===== src/rtl/mem_arbiter.sv =====
// mem_arbiter: shares one byte-addressed memory port between the instruction
// fetch unit (IF) and the load/store unit (LS).
//
// One transaction is outstanding at a time. LS has priority over IF, but IF
// wins once LS has taken STARVE_LIMIT consecutive grants while IF was waiting.
// Misaligned requests skip the memory and get an error response one cycle
// after acceptance.
//
// Ports:
//   clk, rst          clock, synchronous active-high reset
//   if_req_*          fetch request (valid/ready, byte address)
//   if_rsp_*          fetch response pulse, word data, misalignment error
//   ls_req_*          load/store request (valid/ready, address, we, size, wdata)
//   ls_rsp_*          load/store response pulse, raw word (0 for stores), error
//   mem_*             memory strobe, write enable, word address, byte enables,
//                     lane-replicated write data, read data
//
// Optional build macro ARB_PERF_CNT_EN adds perf_if_grants, perf_ls_grants and
// perf_conflicts (32-bit wrapping counters).
module mem_arbiter #(
   parameter int XLEN         = 32,
   parameter int MEM_LATENCY  = 1,
   parameter int STARVE_LIMIT = 4
) (
   input  logic            clk,
   input  logic            rst,
   input  logic            if_req_valid,
   output logic            if_req_ready,
   input  logic [XLEN-1:0] if_req_addr,
   output logic            if_rsp_valid,
   output logic [XLEN-1:0] if_rsp_data,
   output logic            if_rsp_err,
   input  logic            ls_req_valid,
   output logic            ls_req_ready,
   input  logic [XLEN-1:0] ls_req_addr,
   input  logic            ls_req_we,
   input  logic [1:0]      ls_req_size,
   input  logic [XLEN-1:0] ls_req_wdata,
   output logic            ls_rsp_valid,
   output logic [XLEN-1:0] ls_rsp_data,
   output logic            ls_rsp_err,
   output logic            mem_en,
   output logic            mem_we,
   output logic [XLEN-1:0] mem_addr,
   output logic [3:0]      mem_be,
   output logic [XLEN-1:0] mem_wdata,
   input  logic [XLEN-1:0] mem_rdata
`ifdef ARB_PERF_CNT_EN
   ,
   output logic [31:0]     perf_if_grants,
   output logic [31:0]     perf_ls_grants,
   output logic [31:0]     perf_conflicts
`endif
);

   localparam logic [3:0] LAT_INIT = 4'(MEM_LATENCY - 1);
   localparam logic [3:0] SLIM     = 4'(STARVE_LIMIT);

   typedef enum logic [1:0] {IDLE, ACCESS, WAIT, RESP} state_t;

   state_t state, state_nxt;

   logic            if_win, ls_win, accept;
   logic [XLEN-1:0] req_addr;
   logic            req_we;
   logic [3:0]      req_be;
   logic [XLEN-1:0] req_wdata;
   logic            req_mis;

   logic            own_ls;
   logic [XLEN-1:0] addr_q;
   logic            we_q;
   logic [3:0]      be_q;
   logic [XLEN-1:0] wdata_q;
   logic            err_q;
   logic [XLEN-1:0] rdata_q;
   logic [3:0]      lat_cnt;
   logic [3:0]      starve_cnt;

   // Arbitration is only live in IDLE and outside reset, so at most one
   // requester can see ready and no grant is ever given in another state.
   always_comb begin
      if_win = 1'b0;
      ls_win = 1'b0;
      if (state == IDLE && !rst) begin
         if (if_req_valid && (!ls_req_valid || starve_cnt == SLIM))
            if_win = 1'b1;
         else if (ls_req_valid)
            ls_win = 1'b1;
      end
   end

   assign accept = if_win | ls_win;

   // Decode of the winning request: aligned address, byte enables, lane
   // replicated store data and misalignment.
   always_comb begin
      req_addr  = {ls_req_addr[XLEN-1:2], 2'b00};
      req_we    = ls_req_we;
      req_be    = 4'hF;
      req_wdata = '0;
      req_mis   = 1'b0;
      if (if_win) begin
         req_addr = {if_req_addr[XLEN-1:2], 2'b00};
         req_we   = 1'b0;
         req_mis  = |if_req_addr[1:0];
      end else begin
         case (ls_req_size)
            2'd0: begin
               if (ls_req_we) begin
                  req_be    = 4'b0001 << ls_req_addr[1:0];
                  req_wdata = {(XLEN/8){ls_req_wdata[7:0]}};
               end
            end
            2'd1: begin
               req_mis = ls_req_addr[0];
               if (ls_req_we) begin
                  req_be    = 4'b0011 << {ls_req_addr[1], 1'b0};
                  req_wdata = {(XLEN/16){ls_req_wdata[15:0]}};
               end
            end
            2'd2: begin
               req_mis = |ls_req_addr[1:0];
               if (ls_req_we)
                  req_wdata = ls_req_wdata;
            end
            default: req_mis = 1'b1;
         endcase
      end
   end

   // State register
   always_ff @(posedge clk) begin
      if (rst)
         state <= IDLE;
      else
         state <= state_nxt;
   end

   // Next-state logic
   always_comb begin
      state_nxt = state;
      case (state)
         IDLE:    if (accept) state_nxt = req_mis ? RESP : ACCESS;
         ACCESS:  state_nxt = WAIT;
         WAIT:    if (lat_cnt == '0) state_nxt = RESP;
         RESP:    state_nxt = IDLE;
         default: state_nxt = IDLE;
      endcase
   end

   // Outputs: everything is driven from registered state so the memory side
   // and the response side are zero outside ACCESS/RESP.
   always_comb begin
      if_req_ready = 1'b0;
      ls_req_ready = 1'b0;
      if_rsp_valid = 1'b0;
      if_rsp_data  = '0;
      if_rsp_err   = 1'b0;
      ls_rsp_valid = 1'b0;
      ls_rsp_data  = '0;
      ls_rsp_err   = 1'b0;
      mem_en       = 1'b0;
      mem_we       = 1'b0;
      mem_addr     = '0;
      mem_be       = '0;
      mem_wdata    = '0;
      case (state)
         IDLE: begin
            if_req_ready = if_win;
            ls_req_ready = ls_win;
         end
         ACCESS: begin
            mem_en    = 1'b1;
            mem_we    = we_q;
            mem_addr  = addr_q;
            mem_be    = be_q;
            mem_wdata = wdata_q;
         end
         RESP: begin
            if (own_ls) begin
               ls_rsp_valid = 1'b1;
               ls_rsp_data  = rdata_q;
               ls_rsp_err   = err_q;
            end else begin
               if_rsp_valid = 1'b1;
               if_rsp_data  = rdata_q;
               if_rsp_err   = err_q;
            end
         end
         default: ;
      endcase
   end

   // Transaction datapath. rdata_q is cleared on accept so error responses
   // and store acks return zero data.
   always_ff @(posedge clk) begin
      if (rst) begin
         own_ls  <= 1'b0;
         addr_q  <= '0;
         we_q    <= 1'b0;
         be_q    <= '0;
         wdata_q <= '0;
         err_q   <= 1'b0;
         rdata_q <= '0;
         lat_cnt <= '0;
      end else begin
         if (accept) begin
            own_ls  <= ls_win;
            addr_q  <= req_addr;
            we_q    <= req_we;
            be_q    <= req_be;
            wdata_q <= req_wdata;
            err_q   <= req_mis;
            rdata_q <= '0;
         end
         if (state == ACCESS)
            lat_cnt <= LAT_INIT;
         else if (state == WAIT && lat_cnt != '0)
            lat_cnt <= lat_cnt - 4'd1;
         if (state == WAIT && lat_cnt == '0 && !we_q)
            rdata_q <= mem_rdata;
      end
   end

   // Starvation guard: counts LS grants taken while IF is waiting.
   always_ff @(posedge clk) begin
      if (rst)
         starve_cnt <= '0;
      else if (if_win)
         starve_cnt <= '0;
      else if (ls_win && if_req_valid) begin
         if (starve_cnt != SLIM)
            starve_cnt <= starve_cnt + 4'd1;
      end else if (state == IDLE && !if_req_valid)
         starve_cnt <= '0;
   end

`ifdef ARB_PERF_CNT_EN
   always_ff @(posedge clk) begin
      if (rst) begin
         perf_if_grants <= '0;
         perf_ls_grants <= '0;
         perf_conflicts <= '0;
      end else begin
         if (if_win)
            perf_if_grants <= perf_if_grants + 32'd1;
         if (ls_win)
            perf_ls_grants <= perf_ls_grants + 32'd1;
         if (state == IDLE && if_req_valid && ls_req_valid)
            perf_conflicts <= perf_conflicts + 32'd1;
      end
   end
`endif

endmodule


===== config.mk =====
export PLATFORM = sky130hd
export DESIGN_NAME = mem_arbiter
export DESIGN_NICKNAME = d
export VERILOG_FILES = /design/src/rtl/mem_arbiter.sv
export SDC_FILE = /design/constraint.sdc
export NUM_CORES = 1
export LEC_CHECK = 0
export ABC_AREA = 0
export CORE_MARGIN = 3
export CORE_UTILIZATION = 40
export CTS_BUF_LIST = sky130_fd_sc_hd__clkbuf_4 sky130_fd_sc_hd__clkbuf_8
export CTS_CLUSTER_DIAMETER = 200
export CTS_CLUSTER_SIZE = 8
export DETAILED_ROUTE_END_ITERATION = 7
export HOLD_SLACK_MARGIN = 0.05
export PLACE_DENSITY = 0.77
export REMOVE_ABC_BUFFERS = 1
export SETUP_SLACK_MARGIN = 0.4
export SKIP_CTS_REPAIR_TIMING = 1
export SYNTH_ARGS = -nofsm -noshare
export SYNTH_HDL_FRONTEND = slang
export SYNTH_SLANG_ARGS = --single-unit

===== constraint.sdc =====
create_clock -name clk -period 2.1 [get_ports clk]
set_input_delay 0.42 -clock clk [delete_from_list [all_inputs] [get_ports clk]]
set_output_delay 0.42 -clock clk [all_outputs]
set_load 0.05 [all_outputs]

==> metrics, run 1 <==
Final Total Pwr 8.08 mW; Post-synth EDFFs 0; htree depth 3; Area growth syn-to-layout 95.3%; first-pass GRT wire length 32.4 mm; initial antenna violation count 1; Avg Inst Size Synth 8.03 µm²; met1 wire length 9.69 mm; pre-CTS WS -0.0908 ns; Synth Area in Compound Gates 0.185; top cells by area, synth dfxtp_1 36%, and2_1 10%, nand2_1 7.2%; WL met2 13.2 mm; fillers 872; power per standard cell area around 670 nW/µm²; count of pins over their slew limit 0; Post-Synth XOR/XNOR Area 0.00426; synth warn 0; Critical-path top delay cell dfxtp_4; Die H 130 µm; DRC violations left 0; worst-path fanout max 6; FP Rows 44; clock share of power 0.185; TritonCTS Buffers 9; synth unique cells between 40 and 50; All-Layer GR Usage 0.239; area leader, netlist dfxtp_1; CP arrival ~1.8 ns; Post-Synth Simple-Gate Area 0.341; share of layout cells above drive strength 1 0.423; DR pass1 iterations 6; multiplexer share of the synthesized area 0.0292; ys async rst share 0; CP Class reg -> out; Worst Tran Pin Value between 0.5 and 0.6 ns; Yosys reg bits approximately 110; Hold Fails Final Rpt 0; sw power 3.09 mW; startpoint type of the worst setup path register; Gate Count Post-Synth 767; P_int roughly 5.0 mW; clock root buffer clkbuf_8; Final setup viols 53; CTS Sinks roughly 110; HPWL after DPL around 16 mm; die area 16900 µm²; Leak 4.60 nW; relative slew slack 0.663; max cap viols 0; Die Wd 130 µm; largest family of logic cells by synthesized area simple AND/OR/NAND/NOR gates; endpoint type of the worst setup path output port; synthesized cell area 6160 µm²; post-DR vias/cell 5.59; most frequent cells in the layout 150 x buf_12, 132 x clkdlybuf4s50_1, 108 x nand2_1; IR drop worst, VDD 0.000580 V; failing checks setup timing; Routed Antenna Nets 0; Routed WL per cell 20.9 µm; Adder-Cell Fraction of Synth Area 0.0162; Layout Nets roughly 1200; fin crit share 1.04; R2R depth 7; commonest non-fill, non-tap cell in the layout buf_12; RSZ-0062 raised after global routing true; logic gate share of total power 0.491; Seq/Total Area, Yosys 0.361; part of the power in registers 0.324; Cell Chain, Critical Path inv_2 > ha_4 > buf_4 > buf_6 > and2_1 > buf_12; clock buffer depth 2; TritonCTS clock tree yes; final worst hold slack 0.370 ns; Critical Path RT about 1.7 ns; hold depth 2; Hold WC Path Type in -> reg; largest net degree at the start of global routing 65; post-synth top area share 0.361; status complete, but fails checks; skew final between 0.01 and 0.015 ns; worst skew pair latency just under 0.4 ns; total grt overflow 0; Core Area ~15000 µm²; IO Port Bufs 272; maximum clock frequency ~0.46 GHz; most used flip-flop cell after synthesis dfxtp_1; 1st-iter DRT viols around 520; switching share of power 0.383; vias in the first global route 6228; delay of the slowest critical-path stage 0.38 ns; CTS clock-pin slew for the worst setup and hold paths 0.11 ns; WL met3 2.15 mm; setup ws final -0.0846 ns; Tmin final 2.18 ns; vias 6980; Final GP Congestion 0.812; top sig layer met4; Starting Density 0.416; io pins 275; wirelength, routed 26.0 mm
-- cells in the mapped netlist (3+ instances only) --
| cell type | number |
|---|---|
| dfxtp_1 | 111 |
| ha_1 | 8 |
| nor2b_1 | 8 |
| buf_1 | 3 |
| nand2_1 | 118 |
| nor2_1 | 56 |
| a22oi_1 | 9 |
| a22o_1 | 8 |
| buf_6 | 3 |
| o2bb2ai_1 | 8 |
| o2111ai_1 | 4 |
| a21oi_1 | 22 |
| and3_1 | 35 |
| nand3_2 | 30 |
| a311oi_1 | 30 |
| o21ai_0 | 23 |
| mux2i_1 | 18 |
| inv_1 | 15 |
| nor3_1 | 5 |
| a21oi_2 | 30 |
| nand3_1 | 20 |
| a32oi_1 | 10 |
| and2_1 | 102 |
| buf_2 | 24 |
| clkbuf_1 | 40 |
-- sequential cells by signal, summed over array words and instances, names as in the netlist --
name,flops
addr_q,30
be_q,4
err_q,1
lat_cnt,4
own_ls,1
rdata_q,32
starve_cnt,4
state,2
wdata_q,32
we_q,1
-- cell type report --
| cell class | instances | area [µm²] | share of cell area |
|---|---|---|---|
| clock buffer | 11 | 145 | 0.0121 |
| antenna | 1 | 2.50 | 0.000208 |
| inverter | 15 | 58.8 | 0.00489 |
| clock inverter | 5 | 81.3 | 0.00676 |
| sequential | 111 | 2230 | 0.186 |
| timing repair buffer | 352 | 5150 | 0.428 |
| multi-input combinational | 570 | 4130 | 0.343 |
| tap | 184 | 230 | 0.0191 |
-- path summary, 6_finish.rpt --
check,slack [ns],from,to
setup reg to reg,0.27,lat_cnt[1],rdata_q[0]
hold / removal,0.37,rst,wdata_q[31]
setup / recovery,-0.08,state[1],mem_wdata[9]
hold reg to reg,0.45,wdata_q[7],wdata_q[7]
-- power by group through the flow --
stage          Combinational [mW]  Clock (mW)  Sequential (mW)
6_report                     3.97        1.50             2.62
5_1_grt                      4.17        1.58             2.64
4_1_cts                      2.96        1.50             2.55
3_5_place_dp                 2.95           0             2.60
3_3_place_gp                 2.90           0             2.58
2_1_floorplan                1.44           0             2.57
-- stage by stage --
stage	utilization	instance area, µm²	cells	TNS (ns)
floorplan	-	5830	696	-188.82
global placement	0.715	10600	1192	0
detailed placement	0.715	10600	1192	-1.77
CTS	0.730	10800	1208	-6.05
global route	0.813	12000	1249	-4.49
finish	0.813	12000	1249	-1.46
-- per-layer routing --
metal,vias up,track usage
li1,3228,-
met1,3330,0.288
met2,352,0.415
met3,70,0.0540
met4,0,0.0874
met5,-,0
-- logic make-up after synthesis --
kind of cell,count (synthesis)
xor+xnor,3
mux,18
buf+inv,87
fa+ha+maj,8
flops,111
simple gates,386
compound gates,153
other cells,1
-- worst max-delay path: cells and delay by family (launching register included) --
kind,cells,cell delay (ns)
flip-flops,1,0.38
adder cells (fa/ha/maj),1,0.22
AND/OR/NAND/NOR,1,0.20
buffers and inverters,4,0.58
Power figures use the tool's default switching activity.
==> run 2: changes to the inputs <==
--- a/config.mk
+++ b/config.mk
@@ -6,14 +6,16 @@
 export NUM_CORES = 1
 export LEC_CHECK = 0
 export ABC_AREA = 0
+export CELL_PAD_IN_SITES_DETAIL_PLACEMENT = 0
+export CELL_PAD_IN_SITES_GLOBAL_PLACEMENT = 1
 export CORE_MARGIN = 3
-export CORE_UTILIZATION = 40
+export CORE_UTILIZATION = 30
 export CTS_BUF_LIST = sky130_fd_sc_hd__clkbuf_4 sky130_fd_sc_hd__clkbuf_8
 export CTS_CLUSTER_DIAMETER = 200
 export CTS_CLUSTER_SIZE = 8
 export DETAILED_ROUTE_END_ITERATION = 7
 export HOLD_SLACK_MARGIN = 0.05
-export PLACE_DENSITY = 0.77
+export PLACE_DENSITY_LB_ADDON = 0.1
 export REMOVE_ABC_BUFFERS = 1
 export SETUP_SLACK_MARGIN = 0.4
 export SKIP_CTS_REPAIR_TIMING = 1
==> run 2 against run 1 <==
The run still ends with setup timing left. Sequential share of layout area down 0.29 points. Fmax up 1.6%. Via count down 6.6%. Critical endpoint is now if_rsp_data[3].
==> metrics, run 2 (same netlist as run 1, synthesis figures left out) <==
CTS Sinks 111; post-DR vias/cell 4.96; Leak approximately 4.6 nW; htree depth 3; Routed WL per cell 18.3 µm; startpoint type of the worst setup path register; status complete, but fails checks; skew final 0.0123 ns; placed instance area 10800 µm²; TritonCTS Buffers 9; Core Util, Final 0.616; Final Total Pwr between 8 and 9 mW; Area growth syn-to-layout 98.4%; IR drop worst, VDD about 0.00044 V; DRC violations left 0; worst skew pair latency 0.39 ns; All-Layer GR Usage 0.187; fin crit share 1.02; largest registers rdata_q: 32 flops, wdata_q: 32 flops, addr_q: 30 flops; Tmin final 2.15 ns; RSZ-0062 raised after global routing true; wirelength, routed 24.1 mm; Hold EP addr_q[16]; setup ws final -0.0498 ns; commonest non-fill, non-tap cell in the layout buf_12; max cap viols 0; largest net degree at the start of global routing 65; CP arrival roughly 1.7 ns; DR pass1 iterations 5; hold depth 2; hold wc startpoint rst; vias in the first global route 6124; 1st-iter DRT viols 256; power per standard cell area 656 nW/µm²; Die H 149 µm; FF-to-FF Start lat_cnt[1]; Hold WC Path Type in -> reg; CTS clock-pin slew for the worst setup and hold paths 0.11 ns; Die Wd 149 µm; Starting Density 0.310; vias 6518; Layout Nets 1189; io pins 275; Hold Fails Final Rpt 0; Routed Antenna Nets 0; worst-path fanout max 8; failing checks setup timing; Core Area 19800 µm²; die area 22300 µm²; total grt overflow 0; Final GP Congestion 0.812; R2R depth 7; share of layout cells above drive strength 1 0.440; initial antenna violation count 0; FP Rows 51; Ant. Diodes 0; endpoint type of the worst setup path output port; count of pins over their slew limit 0; HPWL after DPL 15.7 mm; clock buffer depth 2; final worst hold slack 0.332 ns; TritonCTS clock tree yes; clock root buffer clkbuf_8; Final setup viols 20; first-pass GRT wire length 33.4 mm; setup TNS -0.570 ns; IO Port Bufs 272; post-route cell area 12200 µm²; fillers 1634; most frequent cells in the layout 155 x buf_12, 133 x clkdlybuf4s50_1, 105 x dfxtp_1; Reg2Reg Setup Slack around 0.24 ns; maximum clock frequency 0.465 GHz; reg2reg end rdata_q[11]; Critical Path RT about 1.7 ns; CP Class reg -> out
## run 2: changes by cell type in the layout (fill, tap and decap cells not counted), moves of 3 or more
cell and change:
nand3_4 +18, nand3_2 -17, and2_4 +14, clkbuf_16 -4, o21ai_1 -3, nand2_2 +6
buf_4 -13, and2_1 -14, buf_12 +5, o21ai_0 +3, nand2_4 +8, nand2_1 -14
## run 2: power by group
group          total (mW)  internal (mW)  switching (mW)
sequential           2.62           2.39           0.227
combinational        3.91           1.82            2.09
clock                1.49          0.702           0.793
total                8.02           4.91            3.11
## run 2: metal layers
layer | wire (µm) | track usage | share of wire | vias to the layer above
met4 | 615 | 0.0696 | 0.026 | 0
met5 | 0 | 0 | 0 | -
met1 | 10100 | 0.237 | 0.42 | 3060
met2 | 11800 | 0.304 | 0.49 | 217
li1 | - | - | - | 3209
met3 | 1650 | 0.0520 | 0.068 | 32
## run 2: worst max-delay path, stage by stage (launching register included)
cell and delay, ns:
dfxtp_4 0.40, ha_4 0.14, nor2b_4 0.22, buf_12 0.15, clkbuf_16 0.15, and2_4 0.15, buf_12 0.13
## run 2: worst max path at each step
| stage | slack [ns] | from | endpoint |
|---|---|---|---|
| after floorplan | -2.11 | starve_cnt[0] | if_req_ready |
| after global placement | 0.04 | if_req_valid | if_req_ready |
| after detailed placement | -0.05 | if_req_valid | addr_q[30] |
| after CTS | -0.21 | state[1] | mem_wdata[22] |
| after global routing | -0.10 | state[1] | if_rsp_data[1] |
| final | -0.05 | state[1] | if_rsp_data[3] |
## run 2: per-stage QoR
stage | setup WS (ns) | instances
2_1_floorplan | -2.11 | 696
3_3_place_gp | 0.0365 | 1273
3_5_place_dp | -0.0456 | 1273
4_1_cts | -0.211 | 1288
5_1_grt | -0.105 | 1315
6_report | -0.0498 | 1315
## run 2: area by class of cell
| class | instances | area [µm²] | share of cell area |
|---|---|---|---|
| well taps | 265 | 332 | 0.0271 |
| multi-input cells | 570 | 4350 | 0.356 |
| repair buffers | 339 | 5040 | 0.412 |
| clock inverters | 5 | 81.3 | 0.00665 |
| clock buffers | 10 | 138 | 0.0113 |
| inverters | 15 | 56.3 | 0.00461 |
| flip-flops and latches | 111 | 2230 | 0.183 |
